`config.mk`:
```
export PLATFORM = sky130hd
export DESIGN_NAME = bfs_spill_ctrl
export DESIGN_NICKNAME = d
export VERILOG_FILES = /design/src/rtl/bfs_spill_ctrl.sv
export SDC_FILE = /design/constraint.sdc
export NUM_CORES = 2
export LEC_CHECK = 0
export ABC_CLOCK_PERIOD_IN_PS = 10370
export CELL_PAD_IN_SITES_DETAIL_PLACEMENT = 0
export CELL_PAD_IN_SITES_GLOBAL_PLACEMENT = 2
export CORE_AREA = 2 2 473 475
export CTS_BUF_LIST = sky130_fd_sc_hd__clkbuf_4
export CTS_CLUSTER_DIAMETER = 120
export DETAILED_ROUTE_END_ITERATION = 8
export DIE_AREA = 0 0 475 477
export HOLD_SLACK_MARGIN = 0.06
export PLACE_DENSITY_LB_ADDON = 0.12
export SLEW_MARGIN = 20
export SYNTH_ARGS = -nofsm -noshare
export SYNTH_HDL_FRONTEND = slang
export SYNTH_SLANG_ARGS = --single-unit
export TNS_END_PERCENT = 1
```
`constraint.sdc`:
```
create_clock -name clk -period 10.37 [get_ports clk]
set_clock_uncertainty 0.05 [all_clocks]
set_input_delay 2.074 -clock clk [delete_from_list [all_inputs] [get_ports clk]]
set_output_delay 2.074 -clock clk [all_outputs]
set_load 0.005 [all_outputs]
```
`src/rtl/bfs_spill_ctrl.sv`:
```
// Spill/restore engine: packs 8x64b queue beats into 512b ring lines and streams them back FIFO order (stats: BFS_SPILL_STATS_EN).
// Latency: 8 beat cycles plus memory grant/read wait; holds dc_ready low and mem_req high until the memory responds.
module bfs_spill_ctrl #(
  parameter int unsigned       ADDR_W     = 32,
  parameter logic [ADDR_W-1:0] BASE_ADDR  = 32'h1000_0000,
  parameter int unsigned       RING_LINES = 256
) (
  input  logic              clk,
  input  logic              bfs_rst_n,
  input  logic              spill_req,
  input  logic              spill_op,
  input  logic [63:0]       spill_data,
  output logic              dc_ready,
  output logic              dc_fs,
  output logic [1:0]        dc_op,
  output logic [63:0]       dc_rdata,
  output logic              dc_rbuf_empty,
  output logic              ring_empty,
  output logic              overflow,
  output logic              underflow,
  output logic              mem_req,
  output logic              mem_we,
  output logic [ADDR_W-1:0] mem_addr,
  output logic [511:0]      mem_wdata,
  input  logic              mem_gnt,
  input  logic              mem_rvalid,
  input  logic [511:0]      mem_rdata
`ifdef BFS_SPILL_STATS_EN
  ,
  output logic [31:0]                   stat_spills,
  output logic [31:0]                   stat_restores,
  output logic [$clog2(RING_LINES):0]   stat_max_lines
`endif
);

  localparam int unsigned PW = $clog2(RING_LINES);
  localparam int unsigned CW = PW + 1;

  typedef enum logic [2:0] {IDLE, S_FS, S_BEAT, S_WR, R_RD, R_WAIT, R_FS, R_BEAT} state_t;

  state_t          state_q, state_d;
  logic [PW-1:0]   head_q, tail_q;
  logic [CW-1:0]   count_q;
  logic [2:0]      beat_q;
  logic [511:0]    line_q;
  logic            rdy_q, drop_q, ovf_q, unf_q;
  logic            accept, full, empty, wr_done, rd_done;

  assign accept  = spill_req & rdy_q;
  assign full    = (count_q == CW'(RING_LINES));
  assign empty   = (count_q == '0);
  assign wr_done = (state_q == S_WR) & mem_gnt;
  assign rd_done = (state_q == R_RD) & mem_gnt;

  always_comb begin
    state_d = state_q;
    unique case (state_q)
      IDLE:    if (accept) state_d = spill_op ? (empty ? R_FS : R_RD) : S_FS;
      S_FS:    state_d = S_BEAT;
      S_BEAT:  if (beat_q == 3'd7) state_d = drop_q ? IDLE : S_WR;
      S_WR:    if (mem_gnt) state_d = IDLE;
      R_RD:    if (mem_gnt) state_d = R_WAIT;
      R_WAIT:  if (mem_rvalid) state_d = R_FS;
      R_FS:    state_d = R_BEAT;
      R_BEAT:  if (beat_q == 3'd7) state_d = IDLE;
      default: state_d = IDLE;
    endcase
  end

  always_ff @(posedge clk or negedge bfs_rst_n) begin
    if (!bfs_rst_n) begin
      state_q <= IDLE;
      rdy_q   <= 1'b0;
      beat_q  <= 3'd0;
      line_q  <= '0;
      drop_q  <= 1'b0;
      ovf_q   <= 1'b0;
      unf_q   <= 1'b0;
      head_q  <= '0;
      tail_q  <= '0;
      count_q <= '0;
    end else begin
      state_q <= state_d;
      rdy_q   <= (state_d == IDLE);
      beat_q  <= (state_d == S_BEAT || state_d == R_BEAT) ? beat_q + 3'd1 : 3'd0;

      // A restore from an empty ring streams zeros, so the stale line is wiped at accept.
      if (state_q == S_FS || state_q == S_BEAT)
        line_q[{beat_q, 6'b0} +: 64] <= spill_data;
      else if (state_q == R_WAIT && mem_rvalid)
        line_q <= mem_rdata;
      else if (accept && spill_op && empty)
        line_q <= '0;

      if (accept) begin
        drop_q <= !spill_op && full;
        if (!spill_op && full) ovf_q <= 1'b1;
        if (spill_op && empty) unf_q <= 1'b1;
      end

      if (wr_done) begin
        tail_q  <= tail_q + 1'b1;
        count_q <= count_q + 1'b1;
      end else if (rd_done) begin
        head_q  <= head_q + 1'b1;
        count_q <= count_q - 1'b1;
      end
    end
  end

  always_comb begin
    dc_ready      = rdy_q;
    dc_fs         = (state_q == S_FS) || (state_q == R_FS);
    dc_op         = 2'b00;
    dc_rdata      = '0;
    dc_rbuf_empty = (state_q == IDLE);
    ring_empty    = empty;
    overflow      = ovf_q;
    underflow     = unf_q;
    mem_req       = 1'b0;
    mem_we        = 1'b0;
    mem_addr      = '0;
    mem_wdata     = '0;
    unique case (state_q)
      S_FS, S_BEAT: dc_op = 2'b01;
      R_FS, R_BEAT: begin
        dc_op    = 2'b11;
        dc_rdata = line_q[{beat_q, 6'b0} +: 64];
      end
      S_WR: begin
        mem_req   = 1'b1;
        mem_we    = 1'b1;
        mem_addr  = BASE_ADDR + (ADDR_W'(tail_q) << 6);
        mem_wdata = line_q;
      end
      R_RD: begin
        mem_req  = 1'b1;
        mem_addr = BASE_ADDR + (ADDR_W'(head_q) << 6);
      end
      default: ;
    endcase
  end

`ifdef BFS_SPILL_STATS_EN
  always_ff @(posedge clk or negedge bfs_rst_n) begin
    if (!bfs_rst_n) begin
      stat_spills    <= '0;
      stat_restores  <= '0;
      stat_max_lines <= '0;
    end else begin
      if (wr_done && stat_spills != '1)
        stat_spills <= stat_spills + 32'd1;
      if (state_q == R_BEAT && beat_q == 3'd7 && stat_restores != '1)
        stat_restores <= stat_restores + 32'd1;
      if (count_q > stat_max_lines)
        stat_max_lines <= count_q;
    end
  end
`endif

endmodule

```
==> reports/qor.txt <==
run status = finished, violations left
failing checks = design-rule violations
CTS tree = built
IO Pins = 1200
worst-case clock buffer depth = 3
Slew Limit Headroom = 17.6%
CTS resizes = 0
CP startpoint kind = flop
Setup CP Type = flop to output pin
Comb power frac = 51.3%
post-route ant nets = 0
RR Endpoint = line_q[286]
FF-to-FF setup slack = 5.28 ns
overall power = 14.3 mW
vias in the first global route = 33961
Final Hold Viols = 0
DR iter-0 viols = 3792
antenna violations before repair = 117
post-cts hold buffer count = 0
Synth top cells by count = dfrtp_1, and2_1, inv_1, a222oi_1, nand2_1
Routed WL = 252 mm
post-synthesis async set-or-reset flop share = 100%
final period utilization = 65.7%
RSZ-0062 raised after global routing = false
die width = 475 um
TritonRoute pass-1 iters = 9
sequential share of the synthesized area = 43.4%
fillers = 24315
cts bufs inserted = 197
Placer Congestion = 0.803
synth-to-layout area growth = 55.3%
die height = 477 um
r2r worst-path depth = 10
syn_area_per_cell = 9.86 sq um
Yosys cell types = 62
die footprint = 227000 sq um
Most used DFF post-synth = dfrtp_1
WHS Endpoint = underflow
Crit. End Element = output pin
first-pass GRT wire length = 332 mm
HP Class = flop to flop
Int Pwr = 7.44 mW
Initial Utilization = 14.2%
Leakage Power = 21.5 nW
largest net degree at the start of global routing = 201
layout cells sized above 1 = 12.2%
Synth Warn # = 0
Post-Layout Cell Count = 7491
max-cap violation count = 0
Yosys top cell area share = 43.4%
Mapped Area = 31500 sq um
DPL Wire Length = 183 mm
Synth area leader = dfrtp_1
endpoints failing setup = 0
Setup TNS = 0 ns
Hold Startpoint = underflow
total gr overflow = 0
Clk pwr share = 18.6%
Yosys reg bits = 547
largest cells by area after synthesis = dfrtp_1, and2_1, a222oi_1
Synth Instances = 3196
net switching power = 6.81 mW
number of remaining DRC errors = 5
Std-Cell Rows = 173
Final Util = 22.1%
final count of pins violating max slew = 0
Sink Count = 547
PortBufs = 1176
Max VDD drop = 0.282 mV
Sw Ratio = 47.8%
Worst-path clk slew = 0.06 ns
area of the multi-input gates = 15200 sq um
number of synthesized flops with an enable pin = 0
crit-path max cell delay = 0.90 ns
worst hold stages = 1
CP cell instances = and3b_4 -> buf_12 -> and2_1 -> clkdlybuf4s50_1
CP Buf/Inv Count = 2
register area = 13700 sq um
worst slew pin tran = 1.24 ns
area of the core = 221000 sq um
Setup Fix Bufs, Post-CTS = 0
post-layout minimum cycle time = 6.82 ns
P per Cell Area = 291 nW/um^2
htree depth = 4
clk root buf = clkbuf_4
worst-path fanout max = 200
highest clock rate = 0.147 GHz
register share of total power = 30.1%
CP Data Arrival Time = 4.69 ns
Slowest-stage cell, CP = and3b_4
routed len/inst = 33.6 um
Worst-Skew Late Latency = 1.29 ns
count leader, synth = dfrtp_1
required time of the critical path = 8.25 ns
vias per std cell = 4.44
routed vias = 33291
R2R Path Start = beat_q[2]
family with the most delay on the worst path = simple AND/OR/NAND/NOR gates
# placed instances = 7104
number of nets in the layout = 4927
total track usage = 21.5%
==> cell usage in the layout (no fill, tap or decap), types with 4 or more instances in the layout <==
cell type	count
ha_1	16
conb_1	23
xnor2_1	13
a31oi_1	128
clkdlybuf4s50_1	1175
inv_1	337
and4_1	4
and2_1	512
nand2_1	285
o22ai_4	5
o21ai_0	124
a21oi_1	73
a21o_1	67
nand2b_1	5
xor2_1	8
nor3_1	5
nor2_1	143
mux4_2	128
o21ai_1	13
diode_2	40
dfrtp_1	544
buf_12	11
a22o_1	72
nand3_1	4
nand4_1	5
clkinv_1	25
buf_4	50
clkbuf_4	309
a222oi_1	320
==> kinds of logic after synthesis <==
| family | after synthesis | share of synthesized area [%] |
|---|---|---|
| adders and majority gates | 17 | 0.699 |
| muxes | 131 | 9.25 |
| xor gates and xnor gates | 22 | 0.635 |
| buffers and inverters | 664 | 8.79 |
| DFF | 547 | 43.4 |
| AOI/OAI and AO/OA | 822 | 20.7 |
| and+or+nand+nor | 992 | 16.5 |
| other | 1 | 0.0119 |
==> worst max-delay path by stage <==
stage,to,slack [ns],from,depth (start not counted)
5_1_grt,mem_wdata[226],3.20,state_q[0],4
4_1_cts,dc_rdata[58],3.29,beat_q[2],5
6_report,mem_wdata[221],3.55,state_q[0],4
2_1_floorplan,dc_rdata[43],6.45,beat_q[0],6
3_5_place_dp,dc_rdata[34],4.81,beat_q[0],6
3_3_place_gp,mem_wdata[309],4.72,state_q[0],4
==> stage by stage <==
stage	hold slack [ns]	setup slack, ns	cell area, sq um
finish	0.416	3.55	48900
global route	0.449	3.20	48900
CTS	0.420	3.29	48800
detailed placement	0.405	4.81	46200
global placement	0.403	4.72	46200
floorplan	0.395	6.45	31600
==> registers in the layout, summed over array words and instances, names as in the netlist <==
signal     count
beat_q         3
head_q         8
drop_q         1
line_q       512
tail_q         8
state_q        3
underflow      1
count_q        9
dc_ready       1
overflow       1
==> power by group through the flow <==
| stage | Clock, mW | Combinational, mW | Sequential, mW |
|---|---|---|---|
| 6_report | 2.66 | 7.31 | 4.29 |
| 3_3_place_gp | 0 | 7.47 | 4.36 |
| 2_1_floorplan | 0 | 4.01 | 3.53 |
| 4_1_cts | 2.81 | 7.49 | 4.32 |
| 3_5_place_dp | 0 | 7.46 | 4.35 |
| 5_1_grt | 2.91 | 7.88 | 4.40 |
==> metal layers <==
metal / vias to the layer above / GRT usage, % / wire [um]
met5: - / 0 / 360
met4: 60 / 5.73 / 5860
met3: 379 / 7.00 / 21900
met2: 1683 / 36.0 / 121000
met1: 17152 / 26.1 / 102000
li1: 14017 / - / -
==> area by class of cell <==
class	instances	share of cell area, %
clock buffer	309	4.74
clock inverter	38	0.506
tap	2975	7.61
timing repair buffer	1237	25.3
inverter	338	2.60
multi-input combinational	2007	31.0
antenna	40	0.205
sequential	547	28.0
Note: power is estimated with default switching activity, not from simulation.
